File: src/rtl/tmds_encoder.sv
// DVI TMDS 8b/10b encoder for one channel: three register stages, running-disparity
// DC balancing in the last stage, optional output inversion for board P/N swap.
module tmds_encoder #(
    parameter logic INVERT = 1'b0
) (
    input  logic       clk,
    input  logic       rst,
    input  logic       de,
    input  logic [7:0] d,
    input  logic [1:0] c,
    output logic [9:0] dout,
    output logic [4:0] disparity
);

    localparam logic [9:0] CTRL_00  = 10'h354;
    localparam logic [9:0] CTRL_01  = 10'h0AB;
    localparam logic [9:0] CTRL_10  = 10'h154;
    localparam logic [9:0] CTRL_11  = 10'h2AB;
    localparam logic [9:0] INV_MASK = {10{INVERT}};

    function automatic logic [3:0] ones8(input logic [7:0] v);
        logic [3:0] n;
        n = 4'd0;
        for (int i = 0; i < 8; i++) begin
            n = n + {3'd0, v[i]};
        end
        return n;
    endfunction

    // Stage 1: capture inputs and count ones of the pixel byte.
    logic       s1_de;
    logic [1:0] s1_c;
    logic [7:0] s1_d;
    logic [3:0] s1_n1;

    always_ff @(posedge clk) begin
        if (rst) begin
            s1_de <= 1'b0;
            s1_c  <= 2'b00;
            s1_d  <= 8'h00;
            s1_n1 <= 4'd0;
        end else begin
            s1_de <= de;
            s1_c  <= c;
            s1_d  <= d;
            s1_n1 <= ones8(d);
        end
    end

    // Stage 2: transition-minimising q_m.
    logic       use_xnor;
    logic [8:0] qm;

    always_comb begin
        use_xnor = (s1_n1 > 4'd4) || ((s1_n1 == 4'd4) && !s1_d[0]);
        qm       = 9'd0;
        qm[0]    = s1_d[0];
        for (int i = 1; i < 8; i++) begin
            qm[i] = use_xnor ? ~(qm[i-1] ^ s1_d[i]) : (qm[i-1] ^ s1_d[i]);
        end
        qm[8] = ~use_xnor;
    end

    logic       s2_de;
    logic [1:0] s2_c;
    logic [8:0] s2_qm;
    logic [3:0] s2_n1q;

    always_ff @(posedge clk) begin
        if (rst) begin
            s2_de  <= 1'b0;
            s2_c   <= 2'b00;
            s2_qm  <= 9'd0;
            s2_n1q <= 4'd0;
        end else begin
            s2_de  <= s1_de;
            s2_c   <= s1_c;
            s2_qm  <= qm;
            s2_n1q <= ones8(qm[7:0]);
        end
    end

    // Stage 3: DC balancing. diff is N1q-N0q; everything runs in 6-bit signed.
    logic [4:0]        cnt;
    logic signed [5:0] cnt_w;
    logic signed [5:0] diff;
    logic signed [5:0] two_q8;
    logic signed [5:0] two_nq8;
    logic [4:0]        cnt_nxt;
    logic [9:0]        sym;

    always_comb begin
        cnt_w   = $signed({cnt[4], cnt});
        diff    = $signed({1'b0, s2_n1q, 1'b0}) - 6'sd8;
        two_q8  = $signed({4'd0, s2_qm[8], 1'b0});
        two_nq8 = $signed({4'd0, ~s2_qm[8], 1'b0});
        sym     = CTRL_00;
        cnt_nxt = 5'd0;
        if (!s2_de) begin
            case (s2_c)
                2'b00:   sym = CTRL_00;
                2'b01:   sym = CTRL_01;
                2'b10:   sym = CTRL_10;
                default: sym = CTRL_11;
            endcase
            cnt_nxt = 5'd0;
        end else if ((cnt_w == 6'sd0) || (diff == 6'sd0)) begin
            sym     = {~s2_qm[8], s2_qm[8], s2_qm[8] ? s2_qm[7:0] : ~s2_qm[7:0]};
            cnt_nxt = s2_qm[8] ? 5'(cnt_w + diff) : 5'(cnt_w - diff);
        end else if (((cnt_w > 6'sd0) && (diff > 6'sd0)) ||
                     ((cnt_w < 6'sd0) && (diff < 6'sd0))) begin
            sym     = {1'b1, s2_qm[8], ~s2_qm[7:0]};
            cnt_nxt = 5'(cnt_w + two_q8 - diff);
        end else begin
            sym     = {1'b0, s2_qm[8], s2_qm[7:0]};
            cnt_nxt = 5'(cnt_w - two_nq8 + diff);
        end
    end

    // Inversion is applied to the line symbol only; cnt always tracks the true symbol.
    always_ff @(posedge clk) begin
        if (rst) begin
            dout <= CTRL_00 ^ INV_MASK;
            cnt  <= 5'd0;
        end else begin
            dout <= sym ^ INV_MASK;
            cnt  <= cnt_nxt;
        end
    end

    assign disparity = cnt;

endmodule

File: config.mk
export PLATFORM = sky130hd
export DESIGN_NAME = tmds_encoder
export DESIGN_NICKNAME = d
export VERILOG_FILES = /design/src/rtl/tmds_encoder.sv
export SDC_FILE = /design/constraint.sdc
export NUM_CORES = 1
export LEC_CHECK = 0
export CORE_AREA = 4 4 106 108
export CTS_CLUSTER_SIZE = 16
export DETAILED_ROUTE_END_ITERATION = 8
export DIE_AREA = 0 0 110 112
export PLACE_DENSITY = 0.46
export SYNTH_ARGS = -nofsm -noshare
export SYNTH_HDL_FRONTEND = slang
export SYNTH_SLANG_ARGS = --single-unit
export TNS_END_PERCENT = 10
File: constraint.sdc
create_clock -name clk -period 3.77 [get_ports clk]
set_clock_uncertainty 0.15 [all_clocks]
set_input_delay 1.131 -clock clk [delete_from_list [all_inputs] [get_ports clk]]
set_output_delay 1.131 -clock clk [all_outputs]
set_load 0.02 [all_outputs]
Word level (Yosys, flattened, before mapping). Index checks and enable logic that the tools add are counted. W data, S select, Z words.

Register bits after elaboration: 46. Logic and storage cells: 83. Output and inout port bits: 15. Input bits: 13.

Mux-type cells: 15. Bitwise logic cells: 18. Reductions and logical operators: 11. $add $sub $neg: 21. $lt $le $gt $ge: 5. Equal/unequal tests: 3.

Operators by type and width (count): $add A4 B1 Y4 (8); $mux W10 (3); $pmux W10 S3 (1); $mux W5 (3); $logic_not A6 Y1 (2); $add A5 B5 Y5 (2); $not A1 Y1 (10); $sub A5 B5 Y5 (2); $add A3 B1 Y4 (2); $mux W8 (1); $not A8 Y8 (1); $mux W1 (7); $xor A1 B1 Y1 (7); $add A2 B1 Y3 (2); $gt A6 B1 Y1 const B (1); $lt A6 B1 Y1 const B (1); $sub A5 B4 Y6 const B (1); $add A5 B3 Y5 (1); $gt A5 B1 Y1 const B (1); $lt A5 B1 Y1 const B (1); $sub A5 B3 Y5 (1); $add A1 B1 Y2 (2); $eq A4 B3 Y1 const B (1); $gt A4 B3 Y1 const B (1); other kinds (7) (11).

Depth between registers and ports, before layout. Gate-level depths: netlist (run 1).

Word-level depth: 23. Mapped depth: 13.

Worst setup path before layout (run 1). OpenSTA, ideal clock, no wires.

Path kind: input to register. From: input port d[0]. To: register s1_n1[2]. Stages on the path: 9. Buffers on the path: 0. Arrival: 3.385 ns. Slack: 0.108 ns. Path through: fa_1 inv_1 fa_1 fa_1 inv_1 ha_1 fa_1 xnor2_1 nor2_1.

Longest elaborated chain between the ends: 7.

Ends and longest elaborated chain: start, declared (line 9) `input logic [7:0] d,`; $add A1 B1 Y2 (line 25) `n = n + {3'd0, v[i]};`; $add A2 B1 Y3 (line 25); $add A3 B1 Y4 (line 25); $add A4 B1 Y4 (4 in series) (line 25); end signal, assigned (line 46) `s1_n1 <= ones8(d);`; end, declared (line 34) `logic [3:0] s1_n1;`.

No other way between the ends. A chain may end at the register's enable or synchronous reset.

Worst setup path after layout (run 1).
From: register s1_n1[1]. To: register s2_n1q[1].

Longest elaborated chain between the ends: 23. Elaborated cells between the ends (all ways): 30.

Ends and longest elaborated chain: parallel branches: the longest is 2 deep, another holds $gt A4 B3 Y1; $logic_or A1 B1 Y1 (*) (line 55) `use_xnor = (s1_n1 > 4'd4) || ((s1_n1 == 4'd4) && !s1_d[0]);`; parallel branches: the longest is 19 deep, another holds $add A3 B1 Y4; $add A4 B1 Y4 (*) (line 25); end signal, assigned (line 79) `s2_n1q <= ones8(qm[7:0]);`; end, declared (line 67) `logic [3:0] s2_n1q;`.

Every way passes the cells marked *.

==> flow_summary.yaml, run 1 <==
cts:
  clock-sinks: 45
  clk_latency_ps: 290
  clk_pin_slew_worst_paths_ps: 80
  cts_max_path_buffers: 2
  htreeDepth: 2
  cts_tree: "built"
  cts-buffers-inserted: 5
  clockRootBuffer: "clkbuf_8"
logic_synthesis:
  async_flop_share_pct: 0
  synthCells: 251
  synthDistinctLibCells: 39
  synth_top_area_cell: "dfxtp_1"
  yosys.area.top_type_share_pct: 35.7
  netlist_area_sq_um: 2520
  synth_edf_count: 0
  yosysSeqAreaShare_pct: 35.7
  yosys_warnings: 0
  synthTopCellsByArea: "dfxtp_1 36%, ha_1 12%, fa_1 10%"
  synthesis.nets: 302
  ys_ff_latch: 45
  synth_ff_type: "dfxtp_1"
  avgSynthCellArea_sq_um: 10.0
sta:
  drv_slew: 0
  max_freq_mhz: 268
  layout_min_cycle_time_ps: 3740
  finalSetupViolations: 0
  max-slew-margin-rel_pct: 64.4
  finalHoldViolations: 0
  finalCritPeriodShare_pct: 99.1
  grt_setup_unrepaired: "true"
  tns_ps: 0
  worstMarginPinSlew_ps: 534
global_route:
  grt_pass1_wl_mm: 7.55
  antenna_found_initial: 0
  grt.total_usage_pct: 7.77
  gr-total-overflow: 0
  grt_pass1_vias: 1677
  grt_max_degree: 19
place:
  globalplace.congestion: 0.767
  postPlaceCellArea_sq_um: 2960
  dp.cells: 412
  port_buffers: 26
  place_hpwl_mm: 3.59
routing:
  via_per_inst: 3.84
  wire_per_inst_um: 10.3
  ant_nets: 0
  dr.first_iter.drc_count: 30
  wl_mm: 4.38
  drt-pass1-iter-count: 4
  drc: 0
  vias: 1631
worst_setup_path:
  crit_buf_inv: 2
  worstPathCellList: "o21a_1 -> o31ai_2 -> xnor2_1 -> xor2_1 -> fa_1 -> fa_1 -> inv_1 -> fa_1 -> ha_2 -> inv_1 -> fa_2 -> nor2_1"
  reg2reg_from: "s1_n1[1]"
  crit_slowest_cell: "fa_1"
  cp_max_fo: 2
  critPathTopFamily: "adder cells"
  cpMostUsedCell: "fa_1"
  critPathKind: "flop to flop"
  critPathLaunch: "s1_n1[1]"
  cp_slowest_stage_delay_ps: 530
  cp-end-kind: "flop"
  crit_path_start_kind: "flop"
  required_ps: 3810
  cp.arrival_ps: 3780
power:
  switching_share_pct: 37.0
  combinationalPowerShare_pct: 54.6
  power_mw: 1.99
  power.switching_mw: 0.737
  power_density_nw_per_um2: 639
  p_leak_nw: 1.35
  ir_worst_vdd_mv: 0.203
  p_int_mw: 1.25
  power_frac_seq_pct: 29.4
  power.share.clock_pct: 16.1
final_layout:
  layout-area-overhead-vs-synth_pct: 23.6
  drive_gt1_share_pct: 12.1
  fillers: 1061
  regArea_sq_um: 901
  diodes: 0
  final_cells: 425
  multi_input_area_sq_um: 1480
  design_area_sq_um: 3120
  nets: 339
die:
  fp.dieArea_sq_um: 12300
  io_pins: 28
  initial_core_util_pct: 24.6
  die_y_um: 112
  rows: 37
  chipWidth_um: 110
  core-area_sq_um: 10200
outcome:
  status: "finished, final reports clean"
hold_path:
  hold_start: "s1_c[1]"
  hold_class: "flop to flop"
flow_run:
  cap_violations: 0
layout make-up:
cell class                      instances  area share [%]
Clock buffer                            7            3.09
Tap cell                              136            5.46
Clock inverter                          1           0.161
Timing Repair Buffer                   37            10.9
Inverter                               34            4.10
Multi-Input combinational cell        165            47.4
Sequential cell                        45            28.9
synth_stat cells (3+ instances only):
library cell / n
a21oi_1: 14
ha_1: 25
xnor2_1: 20
clkbuf_1: 5
xor2_1: 6
nor2_1: 25
dfxtp_1: 45
o21ai_0: 4
a211oi_1: 3
a21o_1: 3
fa_1: 13
xnor2_2: 3
nand2_1: 3
nor2b_1: 16
nor3_1: 4
inv_1: 34
cell usage in the layout (no fill, tap or decap), types with 2 or more instances in the layout:
cell type and n:
o31ai_2 2, inv_1 34, ha_1 23, dlygate4sd2_1 3
fa_1 11, ha_2 2, a21oi_1 14, o21ai_0 4
clkdlybuf4s50_1 23, nor3_1 4, xnor2_1 20, nand2_1 3
clkbuf_8 7, xor2_1 6, dfxtp_1 45, o21a_1 2
or2_2 2, xnor2_2 3, a21o_1 3, fa_2 2
or3b_1 2, nor2b_1 15, a211oi_1 3, nor2_1 25
buf_4 11, nor3b_1 2
sequential cells by signal (all words and copies together) (netlist names):
signal     count
s2_n1q         4
s1_n1          4
dout          10
s1_d           8
disparity      4
s1_c           2
s1_de          1
s2_de          1
s2_c           2
s2_qm          9
metrics by stage:
stage | worst slack (ps) | util [%] | hold slack (ps)
5_1_grt | -145 | 30.5 | 318
6_report | 32.3 | 30.5 | 296
2_1_floorplan | 108 | - | 264
3_3_place_gp | -383 | 29.0 | 290
3_5_place_dp | -472 | 29.0 | 279
4_1_cts | -1.26 | 30.3 | 298
worst reg2reg max path, stage by stage, from the launching register on:
cell and delay, ps:
dfxtp_1 310, o21a_1 190, o31ai_2 210, xnor2_1 190, xor2_1 260, fa_1 490
fa_1 530, inv_1 50, fa_1 480, ha_2 180, inv_1 50, fa_2 510
nor2_1 40
power by group through the flow:
| stage | registers [mW] | clock network (mW) | logic [mW] |
|---|---|---|---|
| finish | 0.585 | 0.319 | 1.09 |
| global route | 0.594 | 0.349 | 1.25 |
| CTS | 0.586 | 0.331 | 1.08 |
| detailed placement | 0.598 | 0 | 1.05 |
| global placement | 0.598 | 0 | 1.05 |
| floorplan | 0.598 | 0 | 0.826 |
final timing paths:
path                                   to  slack, ps  depth (start not counted)
worst max-delay path            s2_n1q[1]         30                         12
worst min-delay path              s2_c[1]        300                          1
worst max register to register  s2_n1q[1]         30                         12
worst min register to register    s2_c[1]        300                          1
metal layers:
layer	track usage [%]	up-vias	wire length [um]
met5	0	-	0
met4	3.24	0	77
met3	2.14	4	218
met2	12.1	33	1940
met1	10.0	733	2150
li1	-	861	-
what timing repair did:
action | CTS | global route
endpoints found under the setup margin | 4 | 3
buffers inserted | 4 | 1
hold buffers | 0 | 0
gates resized for setup | 6 | 3
pin swaps | 1 | 1
cells by family (layout without fill, tap and decap cells):
kind of cell	count (synthesis)	count (layout)	share of synthesized area [%]
AOI/OAI and AO/OA	35	35	8.88
xor gates and xnor gates	32	32	13.5
adders and majority gates	38	38	22.7
buffers and inverters	41	79	6.40
DFF	45	45	35.7
muxes	2	2	0.844
other	1	1	0.149
and+or+nand+nor	57	57	11.8
(Power assumes the default switching activity.)
==> inputs of run 2 (changes only) <==
--- a/config.mk
+++ b/config.mk
@@ -6,7 +6,7 @@
 export NUM_CORES = 1
 export LEC_CHECK = 0
 export CORE_AREA = 4 4 106 108
-export CTS_CLUSTER_SIZE = 16
+export CTS_CLUSTER_SIZE = 14
 export DETAILED_ROUTE_END_ITERATION = 8
 export DIE_AREA = 0 0 110 112
 export PLACE_DENSITY = 0.46
==> results of run 2 <==
No change in the layout: final DEF, timing and power equal those of run 1.
==> inputs of run 3 (changes only) <==
--- a/config.mk
+++ b/config.mk
@@ -9,7 +9,7 @@
 export CTS_CLUSTER_SIZE = 14
 export DETAILED_ROUTE_END_ITERATION = 8
 export DIE_AREA = 0 0 110 112
-export PLACE_DENSITY = 0.46
+export PLACE_DENSITY_LB_ADDON = 0.1
 export SYNTH_ARGS = -nofsm -noshare
 export SYNTH_HDL_FRONTEND = slang
 export SYNTH_SLANG_ARGS = --single-unit
==> flow_summary.yaml, run 3 (synthesized netlist as in run 1, its figures left out) <==
outcome:
  status: "finished, violations left"
  violations: "setup timing"
global_route:
  grt_pass1_vias: 1585
  grt.total_usage_pct: 8.00
  grt_max_degree: 23
  gr-total-overflow: 0
  grt_pass1_wl_mm: 7.74
  antenna_found_initial: 0
routing:
  ant_nets: 0
  dr.first_iter.drc_count: 50
  drt-pass1-iter-count: 4
  via_per_inst: 3.85
  wire_per_inst_um: 11.0
  wl_mm: 4.65
  drc: 0
  vias: 1623
cts:
  cts_max_path_buffers: 2
  cts-buffers-inserted: 5
  clock-sinks: 45
  cts_tree: "built"
  htreeDepth: 2
  clk_pin_slew_worst_paths_ps: 90
  hold_buffers: 0
  clockRootBuffer: "clkbuf_8"
  clk_latency_ps: 300
sta:
  tns_ps: -9.40
  finalCritPeriodShare_pct: 100
  finalSetupViolations: 1
  max-slew-margin-rel_pct: 61.5
  layout_min_cycle_time_ps: 3780
  grt_setup_unrepaired: "true"
  final.setup.worst_slack_ps: -9.40
  max_freq_mhz: 265
  finalHoldViolations: 0
  worstMarginPinSlew_ps: 573
  drv_slew: 0
worst_setup_path:
  cp-end-kind: "flop"
  cp_max_fo: 2
  critPathKind: "flop to flop"
  required_ps: 3820
  crit_path_start_kind: "flop"
  cp.arrival_ps: 3830
place:
  place_hpwl_mm: 3.74
  dp.cells: 412
  globalplace.congestion: 0.719
  port_buffers: 26
  preCtsSetupSlack_ps: -430
power:
  p_leak_nw: 1.34
  power.share.clock_pct: 16.3
  power_frac_seq_pct: 29.4
  switching_share_pct: 37.5
  combinationalPowerShare_pct: 54.3
  ir_worst_vdd_mv: 0.183
  p_int_mw: 1.25
  power_density_nw_per_um2: 644
  power.switching_mw: 0.749
die:
  die_y_um: 112
  core-area_sq_um: 10200
  fp.dieArea_sq_um: 12300
  io_pins: 28
  chipWidth_um: 110
  initial_core_util_pct: 24.6
  rows: 37
final_layout:
  final_cell_mix: "44 x dfxtp_1, 34 x inv_1, 25 x nor2_1"
  drive_gt1_share_pct: 11.5
  postLayoutCoreUtil_pct: 30.3
  regArea_sq_um: 902
  fillers: 1059
  diodes: 0
  top_regs: "dout: 10 flops, s2_qm: 9 flops, s1_d: 8 flops"
  top_register: "dout"
  layout-area-overhead-vs-synth_pct: 22.9
  final_common_cell: "dfxtp_1"
  nets: 336
  multi_input_area_sq_um: 1480
  final_cells: 422
  largest_register_ffs: 10
flow_run:
  cap_violations: 0
hold_path:
  hold_class: "flop to flop"
==> run 3: cell count changes in the layout (fill, tap and decap cells not counted), sizes merged <==
cell,delta
buf,-3
==> run 3: timing repair <==
action / 4_1_cts / 5_1_grt
gates resized for setup: 8 / 2
buffers inserted: 1 / 1
pin swaps: 4 / 2
setup endpoints to repair: 4 / 4
==> run 3: area by class of cell <==
type / count / share of cell area, %
clock buffer: 7 / 3.11
clock inverter: 1 / 0.161
inverter: 34 / 4.12
timing repair buffer: 34 / 10.2
sequential: 45 / 29.1
tap: 136 / 5.49
multi-input combinational: 165 / 47.8
==> run 3: path summary, 6_finish.rpt <==
check,from,slack (ps),cells past startpoint,to
hold reg to reg,s1_de,290,1,s2_de
hold / removal,s1_de,290,1,s2_de
setup reg to reg,s1_n1[1],-9,12,s2_n1q[1]
setup / recovery,s1_n1[1],-9,12,s2_n1q[1]
==> run 3: power by group through the flow <==
stage                     Clock, mW  Combinational [mW]  Sequential (mW)
final                         0.326                1.08            0.586
after global routing          0.360                1.26            0.595
after CTS                     0.340                1.10            0.588
after detailed placement          0                1.07            0.599
after global placement            0                1.08            0.599
after floorplan                   0               0.826            0.598
==> run 3: layer usage <==
metal  global-route usage (%)  share of wire (%)  vias to the layer above
li1                         -                  -                      854
met1                     11.6                 51                      736
met2                     11.4                 43                       27
met3                     2.09                4.3                        6
met4                     2.49                1.3                        0
met5                        0                  0                        -
==> run 3: per-stage QoR <==
stage               instance area, sq um  hold WS, ps  power, mW
floorplan                           2520          264       1.42
global placement                    2960          277       1.68
detailed placement                  2960          277       1.67
CTS                                 3080          297       2.03
global route                        3100          312       2.21
finish                              3100          292       2.00
==> run 3: critical path: stages (launching register included) <==
cell     delay (ps)
dfxtp_1         310
o21a_1          190
o31ai_2         210
xnor2_1         190
xor2_1          300
fa_1            500
fa_1            520
inv_1            50
fa_1            480
ha_2            180
inv_1            50
fa_2            520
nor2_1           40
